$ cat src/rtl/rom_burst_reader.sv
// rtl/rom_burst_reader.sv - burst read sequencer for a 16x4 synchronous ROM
// Issues ROM reads, buffers returned nibbles in a small FIFO and streams them out with a running checksum.
module rom_burst_reader #(
    parameter int FIFO_DEPTH = 3
) (
    input  logic       clk,
    input  logic       rst_n,
    input  logic       start,
    input  logic [3:0] start_addr,
    input  logic [4:0] len,
    output logic       rom_en,
    output logic [3:0] rom_addr,
    input  logic [3:0] rom_data,
    output logic       out_valid,
    output logic [3:0] out_data,
    input  logic       out_ready,
    output logic       busy,
    output logic       done,
    output logic [7:0] sum
);

    localparam int PW = (FIFO_DEPTH > 1) ? $clog2(FIFO_DEPTH) : 1;
    localparam int CW = $clog2(FIFO_DEPTH + 1);

    typedef enum logic [1:0] {
        S_IDLE,
        S_RUN,
        S_DRAIN
    } state_t;

    state_t          r_state;
    logic [3:0]      r_addr;
    logic [4:0]      r_remaining;
    logic            r_inflight;
    logic [3:0]      r_mem [FIFO_DEPTH];
    logic [PW-1:0]   r_wr_ptr;
    logic [PW-1:0]   r_rd_ptr;
    logic [CW-1:0]   r_count;
    logic [7:0]      r_sum;
    logic            r_done;

    logic            w_issue;
    logic            w_push;
    logic            w_pop;
    logic            w_last;
    logic [CW:0]     w_occupancy;

    function automatic logic [PW-1:0] f_next_ptr(input logic [PW-1:0] p);
        return (p == PW'(FIFO_DEPTH - 1)) ? '0 : p + PW'(1);
    endfunction

    // Space is reserved for the read already in flight, so issue depends only on registered state.
    assign w_occupancy = {1'b0, r_count} + {{CW{1'b0}}, r_inflight};
    assign w_issue     = (r_state == S_RUN) && (r_remaining != 5'd0)
                         && (w_occupancy <= (CW + 1)'(FIFO_DEPTH - 1));
    assign w_push      = r_inflight;
    assign w_pop       = out_valid && out_ready;
    assign w_last      = (r_state == S_DRAIN) && w_pop && (r_count == CW'(1)) && !r_inflight;

    assign rom_en    = w_issue;
    assign rom_addr  = r_addr;
    assign out_valid = (r_count != '0);
    assign out_data  = out_valid ? r_mem[r_rd_ptr] : 4'h0;
    assign busy      = (r_state != S_IDLE);
    assign done      = r_done;
    assign sum       = r_sum;

    always_ff @(posedge clk) begin
        if (w_push) begin
            r_mem[r_wr_ptr] <= rom_data;
        end
    end

    always_ff @(posedge clk or negedge rst_n) begin
        if (!rst_n) begin
            r_state     <= S_IDLE;
            r_addr      <= 4'h0;
            r_remaining <= 5'd0;
            r_inflight  <= 1'b0;
            r_wr_ptr    <= '0;
            r_rd_ptr    <= '0;
            r_count     <= '0;
            r_sum       <= 8'h00;
            r_done      <= 1'b0;
        end else begin
            r_done     <= 1'b0;
            r_inflight <= w_issue;

            if (w_push) begin
                r_wr_ptr <= f_next_ptr(r_wr_ptr);
            end
            if (w_pop) begin
                r_rd_ptr <= f_next_ptr(r_rd_ptr);
                r_sum    <= r_sum + {4'h0, out_data};
            end

            case ({w_push, w_pop})
                2'b10:   r_count <= r_count + CW'(1);
                2'b01:   r_count <= r_count - CW'(1);
                default: r_count <= r_count;
            endcase

            case (r_state)
                S_IDLE: begin
                    if (start) begin
                        r_sum       <= 8'h00;
                        r_addr      <= start_addr;
                        r_remaining <= len;
                        if (len == 5'd0) begin
                            r_done <= 1'b1;
                        end else begin
                            r_state <= S_RUN;
                        end
                    end
                end
                S_RUN: begin
                    if (w_issue) begin
                        r_addr      <= r_addr + 4'd1;
                        r_remaining <= r_remaining - 5'd1;
                        if (r_remaining == 5'd1) begin
                            r_state <= S_DRAIN;
                        end
                    end
                end
                S_DRAIN: begin
                    if (w_last) begin
                        r_done  <= 1'b1;
                        r_state <= S_IDLE;
                    end
                end
                default: r_state <= S_IDLE;
            endcase
        end
    end

endmodule

$ cat config.mk
export PLATFORM = sky130hd
export DESIGN_NAME = rom_burst_reader
export DESIGN_NICKNAME = d
export VERILOG_FILES = /design/src/rtl/rom_burst_reader.sv
export SDC_FILE = /design/constraint.sdc
export NUM_CORES = 1
export LEC_CHECK = 0
export ABC_AREA = 1
export BUFFER_PORTS_ARGS = -buffer_cell sky130_fd_sc_hd__clkbuf_2
export CAP_MARGIN = 10
export CORE_UTILIZATION = 45
export CTS_CLUSTER_SIZE = 10
export DETAILED_ROUTE_END_ITERATION = 8
export PLACE_DENSITY = 0.66
export SYNTH_ARGS = -nofsm -noshare
export SYNTH_HDL_FRONTEND = slang
export SYNTH_SLANG_ARGS = --single-unit
$ cat constraint.sdc
create_clock -name clk -period 6.1 [get_ports clk]
set_clock_uncertainty 0.1 [all_clocks]
set_input_delay 0.305 -clock clk [delete_from_list [all_inputs] [get_ports clk]]
set_output_delay 0.305 -clock clk [all_outputs]
set_load 0.005 [all_outputs]
* Yosys cells after proc, flatten, opt, wreduce, memory -nomap -nowiden
Memories as Yosys holds them, arrays and structs flattened. Cells that the tools add are included.
Cells by class: muxes and demuxes 25, add/subtract/negate cells 8, reduce and logical (&&, ||, !) cells 16, order comparisons 1, equal/unequal tests 13
Operators by type and width (count):
- two-way mux 8 bit | 3
- two-way mux 2 bit | 7
- two-way mux 4 bit | 3
- two-way mux 5 bit | 2
- one-hot mux 5 bit (2 select lines) | 1
- adder 8 x 4 -> 8 bit | 1
- == test 2 bit, second input constant | 4
- != test 2 bit, second input constant | 4
- one-hot mux 4 bit (2 select lines) | 1
- nonzero test 2 bit | 4
- adder 2 x 1 -> 2 bit, second input constant | 3
- == test 2 x 1 -> 1 bit, second input constant | 3
- logical AND 1 bit | 6
- one-hot mux 2 bit (3 select lines) | 1
- == test 5 x 1 -> 1 bit, second input constant | 1
- zero test 5 bit | 1
- two-way mux 1 bit | 5
- AND reduction 5 bit | 1
- nonzero test 5 bit | 1
- subtractor 5 x 1 -> 5 bit, second input constant | 1
- adder 4 x 1 -> 4 bit, second input constant | 1
- one-hot mux 2 bit (2 select lines) | 1
- adder 2 x 1 -> 3 bit | 1
- <= comparator 3 x 2 -> 1 bit, second input constant | 1
- other kinds (6) | 6
Storage, ports and cells: output and inout bits 20, input bits 17, flip-flop bits (word level) 27, word-level logic and storage cells 73, memories kept 1, bits in writable memories 12
Memories:
- r_mem | words 3, bits a word 4, rd ports 1, clocked after memory_dff 0, wr ports 1, RTL line 35 | logic [3:0] r_mem [FIFO_DEPTH];

* Depth between registers and ports, before layout
Gate-level depths: netlist of run 1.
word-level depth 7, mapped depth 16, depth with buffers taken out 16

* Worst setup path before layout of run 1
No wires, ideal clock.
path type register to register, from register r_count[1], to register r_sum[6] (netlist: sum[6]), data required time 5.923 ns, path buffers 0, arrival time 1.858 ns, setup slack 4.065 ns, setup time 0.077 ns, cell stages (with the launch flop) 13, clock period less this slack 2.035 ns, cell sequence dfrtp_1 -> inv_1 -> ha_1 -> inv_1 -> nand2_1 -> inv_1 -> ha_1 -> fa_1 -> nand3_1 -> nand2_1 -> nand3_1 -> o21ai_0 -> a21oi_1
Between the ends: word-level cells in the longest chain between the ends 6, elaborated cells between the ends (all ways) 7, classes of those cells add/sub: 1; mux: 4; reduce/logical: 2
Ends and longest elaborated chain:
- start, declared | RTL line 38 | logic [CW-1:0] r_count;
- start signal, assigned | RTL line 98 | 2'b10: r_count <= r_count + CW'(1);
- start signal, assigned | RTL line 99 | 2'b01: r_count <= r_count - CW'(1);
- start signal, assigned | RTL line 100 | default: r_count <= r_count;
- nonzero test 2 bit * | RTL line 62 | assign out_valid = (r_count != '0);
- via out_valid | RTL line 14 | output logic out_valid,
- two-way mux 4 bit * | RTL line 63 | assign out_data = out_valid ? r_mem[r_rd_ptr] : 4'h0;
- via out_data[0] | RTL line 15 | output logic [3:0] out_data,
- adder 8 x 4 -> 8 bit * | RTL line 94 | r_sum <= r_sum + {4'h0, out_data};
- two-way mux 8 bit * | RTL line 92 | if (w_pop) begin
- two-way mux 8 bit | RTL line 105 | if (start) begin
- two-way mux 8 bit * | RTL line 103 | case (r_state)
- end signal, assigned | RTL line 94
- end, declared | RTL line 39 | logic [7:0] r_sum;
The timed path passes the listed nets; every way through them passes the cells marked *. A chain may end at the register's enable or synchronous reset.

* Final worst setup path of run 1
from register r_count[1], to register r_sum[6] (netlist: sum[6])
Between the ends: word-level cells in the longest chain between the ends 6, elaborated cells between the ends (all ways) 7, classes of those cells add/sub: 1; mux: 4; reduce/logical: 2
Ends and longest elaborated chain (RTL line):
- nonzero test 2 bit * | 62
- two-way mux 4 bit | 63
- adder 8 x 4 -> 8 bit | 94
- two-way mux 8 bit * | 92
- two-way mux 8 bit | 105
- two-way mux 8 bit * | 103
Every way passes the cells marked *; elsewhere a longest branch is shown, timed or not.

==> impl_metrics.sql, run 1 <==
INSERT INTO impl_metrics (metric_group, metric, value, unit) VALUES
('detailed_routing', 'route.detailed.drc', '6', ''),
('detailed_routing', 'totalWireLength', '4.07', 'mm'),
('critical_path', 'worstReg2RegStart', 'r_count[1]', ''),
('cts', 'postCtsSetupBuffers', '0', ''),
('job', 'timing.max_cap.violations', '0', ''),
('placement', 'placement.setup.worst_slack', '3.88', 'ns'),
('detailed_routing', 'wl_per_cell', '11.9', 'µm'),
('logic_synthesis', 'synth_top_cells_by_area', 'sky130_fd_sc_hd__dfrtp_1, sky130_fd_sc_hd__edfxtp_1, sky130_fd_sc_hd__nand2_1', ''),
('cts', 'clock_slew_seen_by_the_registers_of_the_worst_setup_and_hold_paths', '0.08', 'ns'),
('power_and_ir_drop', 'design_power_total', '1.38', 'mW'),
('placement', 'gp_routability_congestion', '0.804', ''),
('timing', 'post-route-min-period', '2.21', 'ns'),
('power_and_ir_drop', 'share_seq_of_total_power', '32.8', '%'),
('cts', 'clock_tree.buffer_depth', '2', ''),
('logic_synthesis', 'synth_area_per_cell', '8.58', 'µm²'),
('power_and_ir_drop', 'switching_share', '43.8', '%'),
('placement', 'placed_standard_cell_area', '2340', 'µm²'),
('cts', 'cts_sinks', '39', ''),
('timing', 'tightestPinTransition', '0.748', 'ns'),
('timing', 'timing.slew.headroom', '49.8', '%'),
('detailed_routing', 'first_pass_iters', '6', ''),
('critical_path', 'cp.arrival', '2.33', 'ns'),
('grt', 'wire_length_of_the_first_global_routing_pass', '7.20', 'mm'),
('logic_synthesis', 'number_of_storage_elements_in_the_synthesis_netlist', '39', ''),
('timing', 'grt_setup_unrepaired', 'no', ''),
('critical_path', 'worst-path-buf-inv', '3', ''),
('detailed_routing', 'vias', '1678', ''),
('die', 'floorplan.core_area', '4440', 'µm²'),
('power_and_ir_drop', 'clock_network_power_share', '15.1', '%'),
('placement', 'place.detailed.hpwl', '3.10', 'mm'),
('power_and_ir_drop', 'leakage', '1.28', 'nW'),
('power_and_ir_drop', 'p_comb_share', '52.1', '%'),
('logic_synthesis', 'synthAdderAreaFrac', '9.13', '%'),
('worst_hold_path', 'hp-class', 'in -> reg', ''),
('grt', 'grt_remaining_overflow', '0', ''),
('cts', 'worstSkewPairLatency', '0.29', 'ns'),
('critical_path', 'cp_cell_sequence', 'inv_1 -> ha_1 -> inv_1 -> nand2_1 -> inv_1 -> ha_1 -> fa_1 -> nand3_1 -> nand2_1 -> nand3_1 -> o21ai_0 -> a21oi_1', ''),
('critical_path', 'r2r.worst_path.cells', '12', ''),
('critical_path', 'crit_path_top_delay_cell', 'sky130_fd_sc_hd__dfrtp_1', ''),
('worst_hold_path', 'hp-start', 'rom_data[2]', ''),
('detailed_routing', 'drt_first_iter_violations', '48', ''),
('die', 'floorplan.die.height', '70.9', 'µm'),
('critical_path', 'timing.critical_path.required', '6.21', 'ns'),
('die', 'placement_rows', '24', ''),
('layout', 'finish.net_count', '320', ''),
('die', 'top_level_ports', '37', ''),
('timing', 'max_freq', '0.452', 'GHz'),
('layout', 'final_layout_size_suffix_gt1_share', '17.6', '%'),
('cts', 'h-tree-depth', '2', ''),
('layout', 'design_area', '2460', 'µm²'),
('timing', 'totalNegativeSetupSlack', '0', 'ns'),
('critical_path', 'crit_path_max_incr_delay', '0.40', 'ns'),
('worst_hold_path', 'min_delay_worst_endpoint', 'r_mem[2][2]', ''),
('cts', 'cts_root_buffer', 'sky130_fd_sc_hd__clkbuf_8', ''),
('critical_path', 'endpoint_kind', 'flip-flop', ''),
('critical_path', 'critical_path.startpoint_type', 'flip-flop', ''),
('run_status', 'status', 'finished, violations left', ''),
('logic_synthesis', 'post_synth_instance_area', '2140', 'µm²'),
('logic_synthesis', 'synth_xor_xnor_area_share', '2.05', '%'),
('detailed_routing', 'antenna_left', '0', ''),
('power_and_ir_drop', 'power_density', '561', 'nW/µm²'),
('timing', 'finalSetupViolCount', '0', ''),
('power_and_ir_drop', 'ir_worst_vdd', '0.000225', 'V'),
('run_status', 'violations', 'DRC', ''),
('logic_synthesis', 'synth.mux.area_fraction', '0', '%'),
('logic_synthesis', 'synth_top_family_by_area', 'simple AND/OR/NAND/NOR gates', ''),
('logic_synthesis', 'synth_top_area_share', '31.6', '%'),
('layout', 'syn2layout_area_growth', '14.9', '%'),
('timing', 'final_hold_vios', '0', ''),
('logic_synthesis', 'synth.distinct_cells', '25', ''),
('grt', 'antenna_found_initial', '0', '');
[cells in the mapped netlist]
cell	count
sky130_fd_sc_hd__buf_2	2
sky130_fd_sc_hd__nor3_1	5
sky130_fd_sc_hd__inv_2	1
sky130_fd_sc_hd__nand2_2	2
sky130_fd_sc_hd__xnor2_1	3
sky130_fd_sc_hd__buf_6	3
sky130_fd_sc_hd__or2_0	1
sky130_fd_sc_hd__o21ai_0	21
sky130_fd_sc_hd__or2_2	1
sky130_fd_sc_hd__nor2_2	2
sky130_fd_sc_hd__fa_1	1
sky130_fd_sc_hd__nand4_1	4
sky130_fd_sc_hd__nand2_1	59
sky130_fd_sc_hd__a21oi_1	7
sky130_fd_sc_hd__xor2_1	2
sky130_fd_sc_hd__ha_1	14
sky130_fd_sc_hd__inv_1	37
sky130_fd_sc_hd__dfrtp_1	27
sky130_fd_sc_hd__nor2_1	16
sky130_fd_sc_hd__o21bai_1	3
sky130_fd_sc_hd__nand3_1	23
sky130_fd_sc_hd__a31oi_1	1
sky130_fd_sc_hd__o211ai_2	1
sky130_fd_sc_hd__edfxtp_1	12
sky130_fd_sc_hd__nand3_2	1
[registers in the layout, summed over array words and instances (netlist names)]
name	flops
r_wr_ptr	2
sum	8
r_count	2
r_inflight	1
r_state	2
r_mem	12
r_remaining	5
done	1
rom_addr	4
r_rd_ptr	2
[area by class of cell]
| cell class | count | area, µm² |
|---|---|---|
| fill | 415 | 1990 |
| sequential | 39 | 1040 |
| inverter | 38 | 143 |
| timing repair buffer | 37 | 190 |
| tap | 52 | 65.1 |
| clock buffer | 5 | 68.8 |
| multi-input combinational | 167 | 915 |
| clock inverter | 3 | 38.8 |
[cell families after synthesis]
| group | count (synthesis) |
|---|---|
| flip-flops | 39 |
| adder cells (fa/ha/maj) | 15 |
| buffers and inverters | 43 |
| AO/OA/AOI/OAI | 33 |
| XOR/XNOR | 5 |
| AND/OR/NAND/NOR | 114 |
[worst reg2reg max path, delay by kind of cell, from the launching register on]
family / cells / cell delay (ns)
adder cells (fa/ha/maj): 3 / 0.82
flip-flops: 1 / 0.40
AND/OR/NAND/NOR: 4 / 0.35
buffers and inverters: 3 / 0.27
AO/OA/AOI/OAI: 2 / 0.22
[what timing repair did]
item | in CTS | in global routing
resized for setup | 0 | 0
endpoints found under the hold margin | 27 | 0
hold buffers | 1 | 0
[how the worst max path moves through the flow]
stage | startpoint | depth (start not counted) | end
after floorplan | r_count[1] | 12 | sum[6]
after global placement | r_count[1] | 12 | sum[6]
after detailed placement | r_count[1] | 12 | sum[6]
after CTS | r_count[1] | 12 | sum[6]
after global routing | r_rd_ptr[1] | 14 | sum[6]
final | r_count[1] | 12 | sum[6]
[placed cells by master (no fill, tap or decap)]
cell,instances
sky130_fd_sc_hd__fa_1,1
sky130_fd_sc_hd__o21bai_1,3
sky130_fd_sc_hd__inv_2,1
sky130_fd_sc_hd__inv_1,37
sky130_fd_sc_hd__nand2_2,2
sky130_fd_sc_hd__edfxtp_1,12
sky130_fd_sc_hd__clkinv_1,1
sky130_fd_sc_hd__or2_2,1
sky130_fd_sc_hd__a31oi_1,1
sky130_fd_sc_hd__nand3_1,23
sky130_fd_sc_hd__nor2_1,16
sky130_fd_sc_hd__ha_1,14
sky130_fd_sc_hd__clkbuf_8,5
sky130_fd_sc_hd__nor2_2,2
sky130_fd_sc_hd__xor2_1,2
sky130_fd_sc_hd__clkinv_2,1
sky130_fd_sc_hd__or2_0,1
sky130_fd_sc_hd__dlygate4sd3_1,1
sky130_fd_sc_hd__clkbuf_2,36
sky130_fd_sc_hd__bufinv_16,1
sky130_fd_sc_hd__xnor2_1,3
sky130_fd_sc_hd__dfrtp_1,27
sky130_fd_sc_hd__nand3_2,1
sky130_fd_sc_hd__nand2_1,59
sky130_fd_sc_hd__a21oi_1,7
sky130_fd_sc_hd__nand4_1,4
sky130_fd_sc_hd__o211ai_2,1
sky130_fd_sc_hd__o21ai_0,21
sky130_fd_sc_hd__nor3_1,5
[metrics by stage]
| step | instances | hold WS [ns] | utilization, % |
|---|---|---|---|
| after floorplan | 249 | -0.0906 | - |
| after global placement | 332 | 0.281 | 52.6 |
| after detailed placement | 332 | 0.291 | 52.6 |
| after CTS | 341 | 0.112 | 55.3 |
| after global routing | 341 | 0.112 | 55.3 |
| final | 341 | 0.121 | 55.3 |
[routing by layer]
layer	GRT usage, %	share of wire (%)	wire length, µm	vias up
li1	-	-	-	884
met1	24.4	48	1950	755
met2	30.0	47	1910	33
met3	3.85	3.7	151	6
met4	7.33	1.5	60	0
met5	0	0	0	-
[power by group through the flow]
stage                     clock network (mW)  logic (mW)  registers, mW
after global routing                   0.223       0.847          0.466
after global placement                     0       0.711          0.454
after detailed placement                   0       0.722          0.456
final                                  0.208       0.718          0.452
after floorplan                            0       0.564          0.441
after CTS                              0.216       0.728          0.452
No activity file was read; power rests on OpenSTA's default activity.
==> inputs of run 2 (changes only) <==
==> constraint.sdc (replaced) <==
create_clock -name clk -period 2.13 [get_ports clk]
set_clock_uncertainty 0.1 [all_clocks]
set_input_delay 0.1065 -clock clk [delete_from_list [all_inputs] [get_ports clk]]
set_output_delay 0.1065 -clock clk [all_outputs]
set_load 0.005 [all_outputs]
==> run 2 against run 1 <==
The run still ends with DRC left. Non-clock buffer count grew 17. Clock-buffer cell count is the same. Cell count grew 5.0%. Critical path depth shrank 3. Die area is the same. Utilization grew 4.9 points. Sequential share of layout area shrank 3.4 points. Critical path type is now reg -> out. Critical endpoint is now rom_en. Largest cell class unchanged. Highest routed layer unchanged.
==> impl_metrics.sql, run 2 (synthesized netlist as in run 1, its figures left out) <==
INSERT INTO impl_metrics (metric_group, metric, value, unit) VALUES
('run_status', 'violations', 'DRC', ''),
('run_status', 'status', 'finished, violations left', ''),
('cts', 'tritoncts_clock_tree', 'yes', ''),
('detailed_routing', 'first_pass_iters', '6', ''),
('cts', 'h-tree-depth', '2', ''),
('placement', 'placement.setup.worst_slack', '0.0146', 'ns'),
('timing', 'totalNegativeSetupSlack', '0', 'ns'),
('power_and_ir_drop', 'switching_share', '43.1', '%'),
('layout', 'syn2layout_area_growth', '25.1', '%'),
('cts', 'worstSkewPairLatency', '0.29', 'ns'),
('detailed_routing', 'vias', '1762', ''),
('placement', 'place.detailed.hpwl', '2.98', 'mm'),
('detailed_routing', 'routed_via_density', '4.92', ''),
('timing', 'grt_setup_unrepaired', 'yes', ''),
('layout', 'design_area', '2670', 'µm²'),
('grt', 'grt_max_degree', '28', ''),
('power_and_ir_drop', 'share_seq_of_total_power', '29.5', '%'),
('timing', 'min_period_over_period', '94.0', '%'),
('timing', 'timing.slew.headroom', '53.8', '%'),
('detailed_routing', 'antenna_left', '0', ''),
('detailed_routing', 'totalWireLength', '4.20', 'mm'),
('detailed_routing', 'drt_first_iter_violations', '73', ''),
('layout', 'post_layout_nonfiller_instances', '358', ''),
('die', 'floorplan.die.height', '70.9', 'µm'),
('cts', 'cts_root_buffer', 'sky130_fd_sc_hd__clkbuf_8', ''),
('timing', 'finalSetupViolCount', '0', ''),
('power_and_ir_drop', 'power_density', '1640', 'nW/µm²'),
('cts', 'tritoncts_buffer_count', '5', ''),
('power_and_ir_drop', 'p_comb_share', '56.5', '%'),
('placement', 'placed_standard_cell_area', '2400', 'µm²'),
('placement', 'port_buffers', '36', ''),
('layout', 'mostFrequentLayoutCell', 'sky130_fd_sc_hd__nand2_1', ''),
('critical_path', 'timing.critical_path.fanout_max', '6', ''),
('layout', 'n_fill_cell', '388', ''),
('layout', 'final_layout_size_suffix_gt1_share', '25.8', '%'),
('critical_path', 'cpLargestDelayFamily', 'buffers and inverters', ''),
('cts', 'clock_slew_seen_by_the_registers_of_the_worst_setup_and_hold_paths', '0.08', 'ns'),
('layout', 'regMostFlops', 'r_mem', ''),
('die', 'placement_rows', '24', ''),
('layout', 'n_antenna_cell', '0', ''),
('power_and_ir_drop', 'sw_pwr', '1.88', 'mW'),
('power_and_ir_drop', 'ir_worst_vdd', '0.000717', 'V'),
('critical_path', 'crit_path_top_delay_cell', 'sky130_fd_sc_hd__dfrtp_1', ''),
('critical_path', 'cp.arrival', '1.80', 'ns'),
('detailed_routing', 'route.detailed.drc', '6', ''),
('critical_path', 'worstSetupPathType', 'reg -> out', ''),
('worst_hold_path', 'hp-class', 'in -> reg', ''),
('layout', 'multi_input_gate_area_in_the_final_layout', '985', 'µm²'),
('cts', 'clock_tree.buffer_depth', '2', ''),
('die', 'floorplan.core_area', '4440', 'µm²'),
('critical_path', 'cp_cell_sequence', 'buf_4 -> ha_1 -> ha_1 -> nor2_1 -> nand2_1 -> nand2_1 -> nand3_2 -> inv_2 -> clkbuf_2', ''),
('die', 'area_of_the_die', '5030', 'µm²'),
('power_and_ir_drop', 'leakage', '1.36', 'nW'),
('die', 'die_x', '70.9', 'µm'),
('placement', 'dp_cells', '340', ''),
('timing', 'report.final.slew_viol_count', '0', ''),
('grt', 'antenna_found_initial', '0', ''),
('timing', 'post-route-min-period', '2.00', 'ns'),
('die', 'top_level_ports', '37', ''),
('critical_path', 'crit_path_max_incr_delay', '0.38', 'ns'),
('layout', 'largest_register_ffs', '12', ''),
('critical_path', 'timing.critical_path.required', '1.92', 'ns'),
('timing', 'tightestPinTransition', '0.692', 'ns'),
('detailed_routing', 'wl_per_cell', '11.7', 'µm'),
('power_and_ir_drop', 'internal_power', '2.49', 'mW'),
('critical_path', 'critical_path.startpoint_type', 'flip-flop', ''),
('cts', 'cts_sinks', '39', ''),
('grt', 'grt_usage', '18.1', '%'),
('timing', 'timing.final.ws_setup', '0.128', 'ns'),
('layout', 'layout.core_utilization', '60.2', '%'),
('layout', 'regArea', '1040', 'µm²'),
('job', 'timing.max_cap.violations', '0', ''),
('grt', 'vias_in_the_first_global_route', '1642', ''),
('grt', 'wire_length_of_the_first_global_routing_pass', '7.04', 'mm'),
('placement', 'gp_routability_congestion', '0.773', ''),
('critical_path', 'worst-path-buf-inv', '3', ''),
('layout', 'mostFrequentLayoutCells', 'sky130_fd_sc_hd__nand2_1, sky130_fd_sc_hd__clkbuf_2, sky130_fd_sc_hd__inv_1, sky130_fd_sc_hd__dfrtp_1, sky130_fd_sc_hd__nand3_1', ''),
('timing', 'final_hold_vios', '0', ''),
('critical_path', 'endpoint_kind', 'output port', ''),
('die', 'start_util', '48.1', '%'),
('layout', 'finish.net_count', '337', ''),
('grt', 'grt_remaining_overflow', '0', ''),
('power_and_ir_drop', 'clock_network_power_share', '14.1', '%'),
('timing', 'max_freq', '0.500', 'GHz');
run 2: path summary, 6_finish.rpt:
path | from | endpoint | slack, ns | cells after the start
hold reg to reg | r_inflight | r_wr_ptr[1] | 0.41 | 1
setup / recovery | r_count[0] | rom_en | 0.13 | 9
hold / removal | start_addr[0] | rom_addr[0] | 0.02 | 5
setup reg to reg | r_rd_ptr[1] | sum[2] | 0.13 | 10
min in group asynchronous | rst_n | r_rd_ptr[1] | 0.28 | 2
max in group asynchronous | rst_n | r_remaining[3] | 1.21 | 2
run 2: area by class of cell:
class / count / share of cell area (%)
Clock buffer: 5 / 2.57
Multi-Input combinational cell: 167 / 36.8
Clock inverter: 3 / 1.64
Tap cell: 52 / 2.43
Inverter: 38 / 5.33
Sequential cell: 39 / 38.7
Timing Repair Buffer: 54 / 12.4
run 2: tightest hold or removal path, delay by kind of cell:
kind                   cells  cell delay (ns)
AOI/OAI and AO/OA          1             0.06
and+or+nand+nor            3             0.14
buffers and inverters      1             0.07
run 2: per-stage QoR:
stage | power (mW) | hold WS (ns)
3_5_place_dp | 3.45 | 0.0822
3_3_place_gp | 3.42 | 0.0830
6_report | 4.37 | 0.0220
4_1_cts | 4.09 | 0.0138
5_1_grt | 4.80 | 0.0418
2_1_floorplan | 2.88 | -0.289
run 2: power by group through the flow:
stage | Clock [mW] | Sequential (mW) | Combinational [mW]
2_1_floorplan | 0 | 1.26 | 1.61
3_3_place_gp | 0 | 1.28 | 2.14
3_5_place_dp | 0 | 1.28 | 2.17
4_1_cts | 0.626 | 1.27 | 2.19
5_1_grt | 0.657 | 1.33 | 2.81
6_report | 0.615 | 1.29 | 2.47
run 2: what timing repair did:
action | CTS | global route
resized for setup | 1 | 18
cloned | 0 | 0
hold buffers | 7 | 0
pin swaps | 0 | 3
endpoints found under the setup margin | 1 | 7
endpoints found under the hold margin | 41 | 0
setup buffers | 0 | 3
run 2: routing by layer:
metal  vias to the layer above  global-route usage (%)  part of all wire, %
li1                        916                       -                    -
met1                       799                    21.7                   46
met2                        35                    30.8                   48
met3                        12                    4.56                  3.5
met4                         0                    8.22                  2.6
met5                         -                       0                    0
==> inputs of run 3 (changes only) <==
--- a/config.mk
+++ b/config.mk
@@ -8,6 +8,7 @@
 export ABC_AREA = 1
 export BUFFER_PORTS_ARGS = -buffer_cell sky130_fd_sc_hd__clkbuf_2
 export CAP_MARGIN = 10
+export CORE_MARGIN = 2
 export CORE_UTILIZATION = 45
 export CTS_CLUSTER_SIZE = 10
 export DETAILED_ROUTE_END_ITERATION = 8
==> run 3 against run 2 <==
Via count increased by 1.5%. Clock-buffer cell count up 1. Fmax decreased by 1.0%. Power is 6.4% lower. Register-to-register slack got worse by 0.02 ns. Hold slack worse by 0.0057 ns. Largest power group unchanged. Critical path depth is 3 higher. First-iteration DRC count shrank 32%. The flow now finishes without violations.
==> impl_metrics.sql, run 3 (synthesized netlist as in run 1, its figures left out) <==
INSERT INTO impl_metrics (metric_group, metric, value, unit) VALUES
('job', 'timing.max_cap.violations', '0', ''),
('timing', 'post-route-min-period', '2.02', 'ns'),
('timing', 'final_hold_vios', '0', ''),
('die', 'start_util', '45.9', '%'),
('worst_hold_path', 'worst_hold_path.num_cells', '5', ''),
('detailed_routing', 'first_pass_iters', '4', ''),
('placement', 'dp_cells', '343', ''),
('critical_path', 'endpoint_kind', 'flip-flop', ''),
('detailed_routing', 'wl_per_cell', '11.7', 'µm'),
('layout', 'multi_input_gate_area_in_the_final_layout', '950', 'µm²'),
('detailed_routing', 'totalWireLength', '4.22', 'mm'),
('layout', 'n_antenna_cell', '0', ''),
('grt', 'grt_max_degree', '28', ''),
('grt', 'grt_usage', '16.7', '%'),
('power_and_ir_drop', 'leakage', '1.34', 'nW'),
('die', 'placement_rows', '25', ''),
('critical_path', 'cp.arrival', '2.14', 'ns'),
('placement', 'port_buffers', '36', ''),
('grt', 'vias_in_the_first_global_route', '1513', ''),
('critical_path', 'cp_cell_sequence', 'inv_1 -> ha_1 -> inv_2 -> nand2_1 -> inv_1 -> ha_2 -> fa_2 -> nand3_1 -> nand2_2 -> nand3_1 -> o21ai_1 -> a21oi_1', ''),
('critical_path', 'timing.critical_path.fanout_max', '5', ''),
('detailed_routing', 'vias', '1789', ''),
('power_and_ir_drop', 'design_power_total', '4.09', 'mW'),
('run_status', 'status', 'finished, final reports clean', ''),
('worst_hold_path', 'hp-start', 'start_addr[3]', ''),
('timing', 'tightestPinTransition', '0.695', 'ns'),
('timing', 'report.final.slew_viol_count', '0', ''),
('die', 'die_x', '72.9', 'µm'),
('layout', 'mostFrequentLayoutCell', 'sky130_fd_sc_hd__nand2_1', ''),
('cts', 'cts_sinks', '39', ''),
('layout', 'design_area', '2610', 'µm²'),
('placement', 'placed_standard_cell_area', '2410', 'µm²'),
('grt', 'wire_length_of_the_first_global_routing_pass', '6.80', 'mm'),
('cts', 'clock_slew_seen_by_the_registers_of_the_worst_setup_and_hold_paths', '0.07', 'ns'),
('critical_path', 'worstSetupPathType', 'reg -> reg', ''),
('timing', 'whs', '0.0164', 'ns'),
('power_and_ir_drop', 'power_density', '1570', 'nW/µm²'),
('layout', 'mostFrequentLayoutCells', 'sky130_fd_sc_hd__nand2_1, sky130_fd_sc_hd__clkbuf_2, sky130_fd_sc_hd__inv_1, sky130_fd_sc_hd__dfrtp_1, sky130_fd_sc_hd__nand3_1', ''),
('layout', 'finish.net_count', '336', ''),
('critical_path', 'rr_endpoint', 'sum[6]', ''),
('die', 'area_of_the_die', '5320', 'µm²'),
('detailed_routing', 'drt_first_iter_violations', '50', ''),
('power_and_ir_drop', 'ir_worst_vdd', '0.000644', 'V'),
('critical_path', 'worst_reg2reg_setup_slack', '0.11', 'ns'),
('timing', 'finalSetupViolCount', '0', ''),
('cts', 'tritoncts_buffer_count', '5', ''),
('critical_path', 'worstReg2RegStart', 'r_count[1]', ''),
('layout', 'final_layout_size_suffix_gt1_share', '23.6', '%'),
('layout', 'layout.core_utilization', '55.9', '%'),
('timing', 'min_period_over_period', '95.0', '%'),
('layout', 'syn2layout_area_growth', '22.0', '%'),
('layout', 'regArea', '1040', 'µm²'),
('critical_path', 'crit_path_max_incr_delay', '0.40', 'ns'),
('worst_hold_path', 'hp-class', 'in -> reg', ''),
('grt', 'grt_remaining_overflow', '0', ''),
('cts', 'tritoncts_clock_tree', 'yes', ''),
('detailed_routing', 'routed_via_density', '4.98', ''),
('layout', 'largest_register_ffs', '12', ''),
('die', 'top_level_ports', '37', ''),
('critical_path', 'r2r.worst_path.cells', '12', ''),
('layout', 'post_layout_nonfiller_instances', '359', ''),
('critical_path', 'cpLargestDelayFamily', 'adder cells', ''),
('cts', 'h-tree-depth', '2', ''),
('placement', 'place.detailed.hpwl', '3.13', 'mm'),
('layout', 'n_fill_cell', '436', ''),
('critical_path', 'worst-path-buf-inv', '3', ''),
('cts', 'clock_tree.buffer_depth', '2', ''),
('die', 'floorplan.die.height', '72.9', 'µm'),
('worst_hold_path', 'min_delay_worst_endpoint', 'rom_addr[3]', ''),
('cts', 'cts_root_buffer', 'sky130_fd_sc_hd__clkbuf_8', ''),
('critical_path', 'critical_path.startpoint_type', 'flip-flop', ''),
('cts', 'worstSkewPairLatency', '0.29', 'ns'),
('timing', 'max_freq', '0.494', 'GHz'),
('grt', 'antenna_found_initial', '0', ''),
('detailed_routing', 'antenna_left', '0', ''),
('die', 'floorplan.core_area', '4660', 'µm²'),
('timing', 'timing.slew.headroom', '53.7', '%'),
('layout', 'regMostFlops', 'r_mem', ''),
('critical_path', 'timing.critical_path.required', '2.25', 'ns'),
('detailed_routing', 'route.detailed.drc', '0', ''),
('critical_path', 'crit_path_top_delay_cell', 'sky130_fd_sc_hd__dfrtp_1', ''),
('placement', 'gp_routability_congestion', '0.870', '');
run 3: cell types whose count changed in the layout (fill, tap and decap cells not counted), sizes merged:
cell,change
clkbuf,+1
buf,-1
bufinv,-1
clkinv,-1
clkinvlp,+1
run 3: tightest hold or removal path, stage by stage:
cell	delay, ns
sky130_fd_sc_hd__clkbuf_2	0.07
sky130_fd_sc_hd__nand2_1	0.04
sky130_fd_sc_hd__o21ai_0	0.06
sky130_fd_sc_hd__nand2_1	0.05
sky130_fd_sc_hd__nand2_1	0.05
run 3: layer usage:
layer | vias up | track usage (%) | routed length [µm]
met4 | 0 | 6.58 | 45
met2 | 34 | 25.4 | 2000
met3 | 5 | 3.87 | 152
li1 | 919 | - | -
met5 | - | 0 | 0
met1 | 831 | 23.1 | 2010
run 3: where the power goes:
| part | internal, mW | leakage, nW | switching, mW |
|---|---|---|---|
| sequential | 1.07 | 0.446 | 0.213 |
| clock | 0.229 | 0.0412 | 0.256 |
| combinational | 0.983 | 0.851 | 1.34 |
| total | 2.28 | 1.34 | 1.81 |
run 3: worst max-delay path by stage:
stage                     startpoint     end  slack [ns]  cells after the start
final                     r_count[1]  sum[6]        0.11                     12
after global routing      r_count[1]  sum[6]       -0.01                     12
after CTS                 r_count[1]  sum[6]        0.03                     12
after detailed placement  r_count[1]  sum[6]      -0.003                     12
after global placement    r_count[1]  sum[6]        0.07                     12
after floorplan           r_count[1]  sum[6]        0.09                     12
run 3: timing repair:
action | CTS | global route
endpoints found under the setup margin | 1 | 7
resized for setup | 1 | 12
hold endpoints to repair | 41 | 0
setup buffers | 0 | 1
pin swaps | 0 | 1
hold buffers | 7 | 0
gates cloned | 0 | 0
run 3: layout make-up:
class                      count  area share [%]
sequential                    39            39.8
multi-input combinational    167            36.4
inverter                      38            5.47
tap                           54            2.59
clock inverter                 2           0.480
clock buffer                   6            2.78
timing repair buffer          53            12.5
run 3: stage by stage:
| step | setup slack, ns | setup TNS (ns) |
|---|---|---|
| after floorplan | 0.0949 | 0 |
| after global placement | 0.0680 | 0 |
| after detailed placement | -0.00339 | -0.00339 |
| after CTS | 0.0290 | 0 |
| after global routing | -0.0125 | -0.0202 |
| final | 0.107 | 0 |
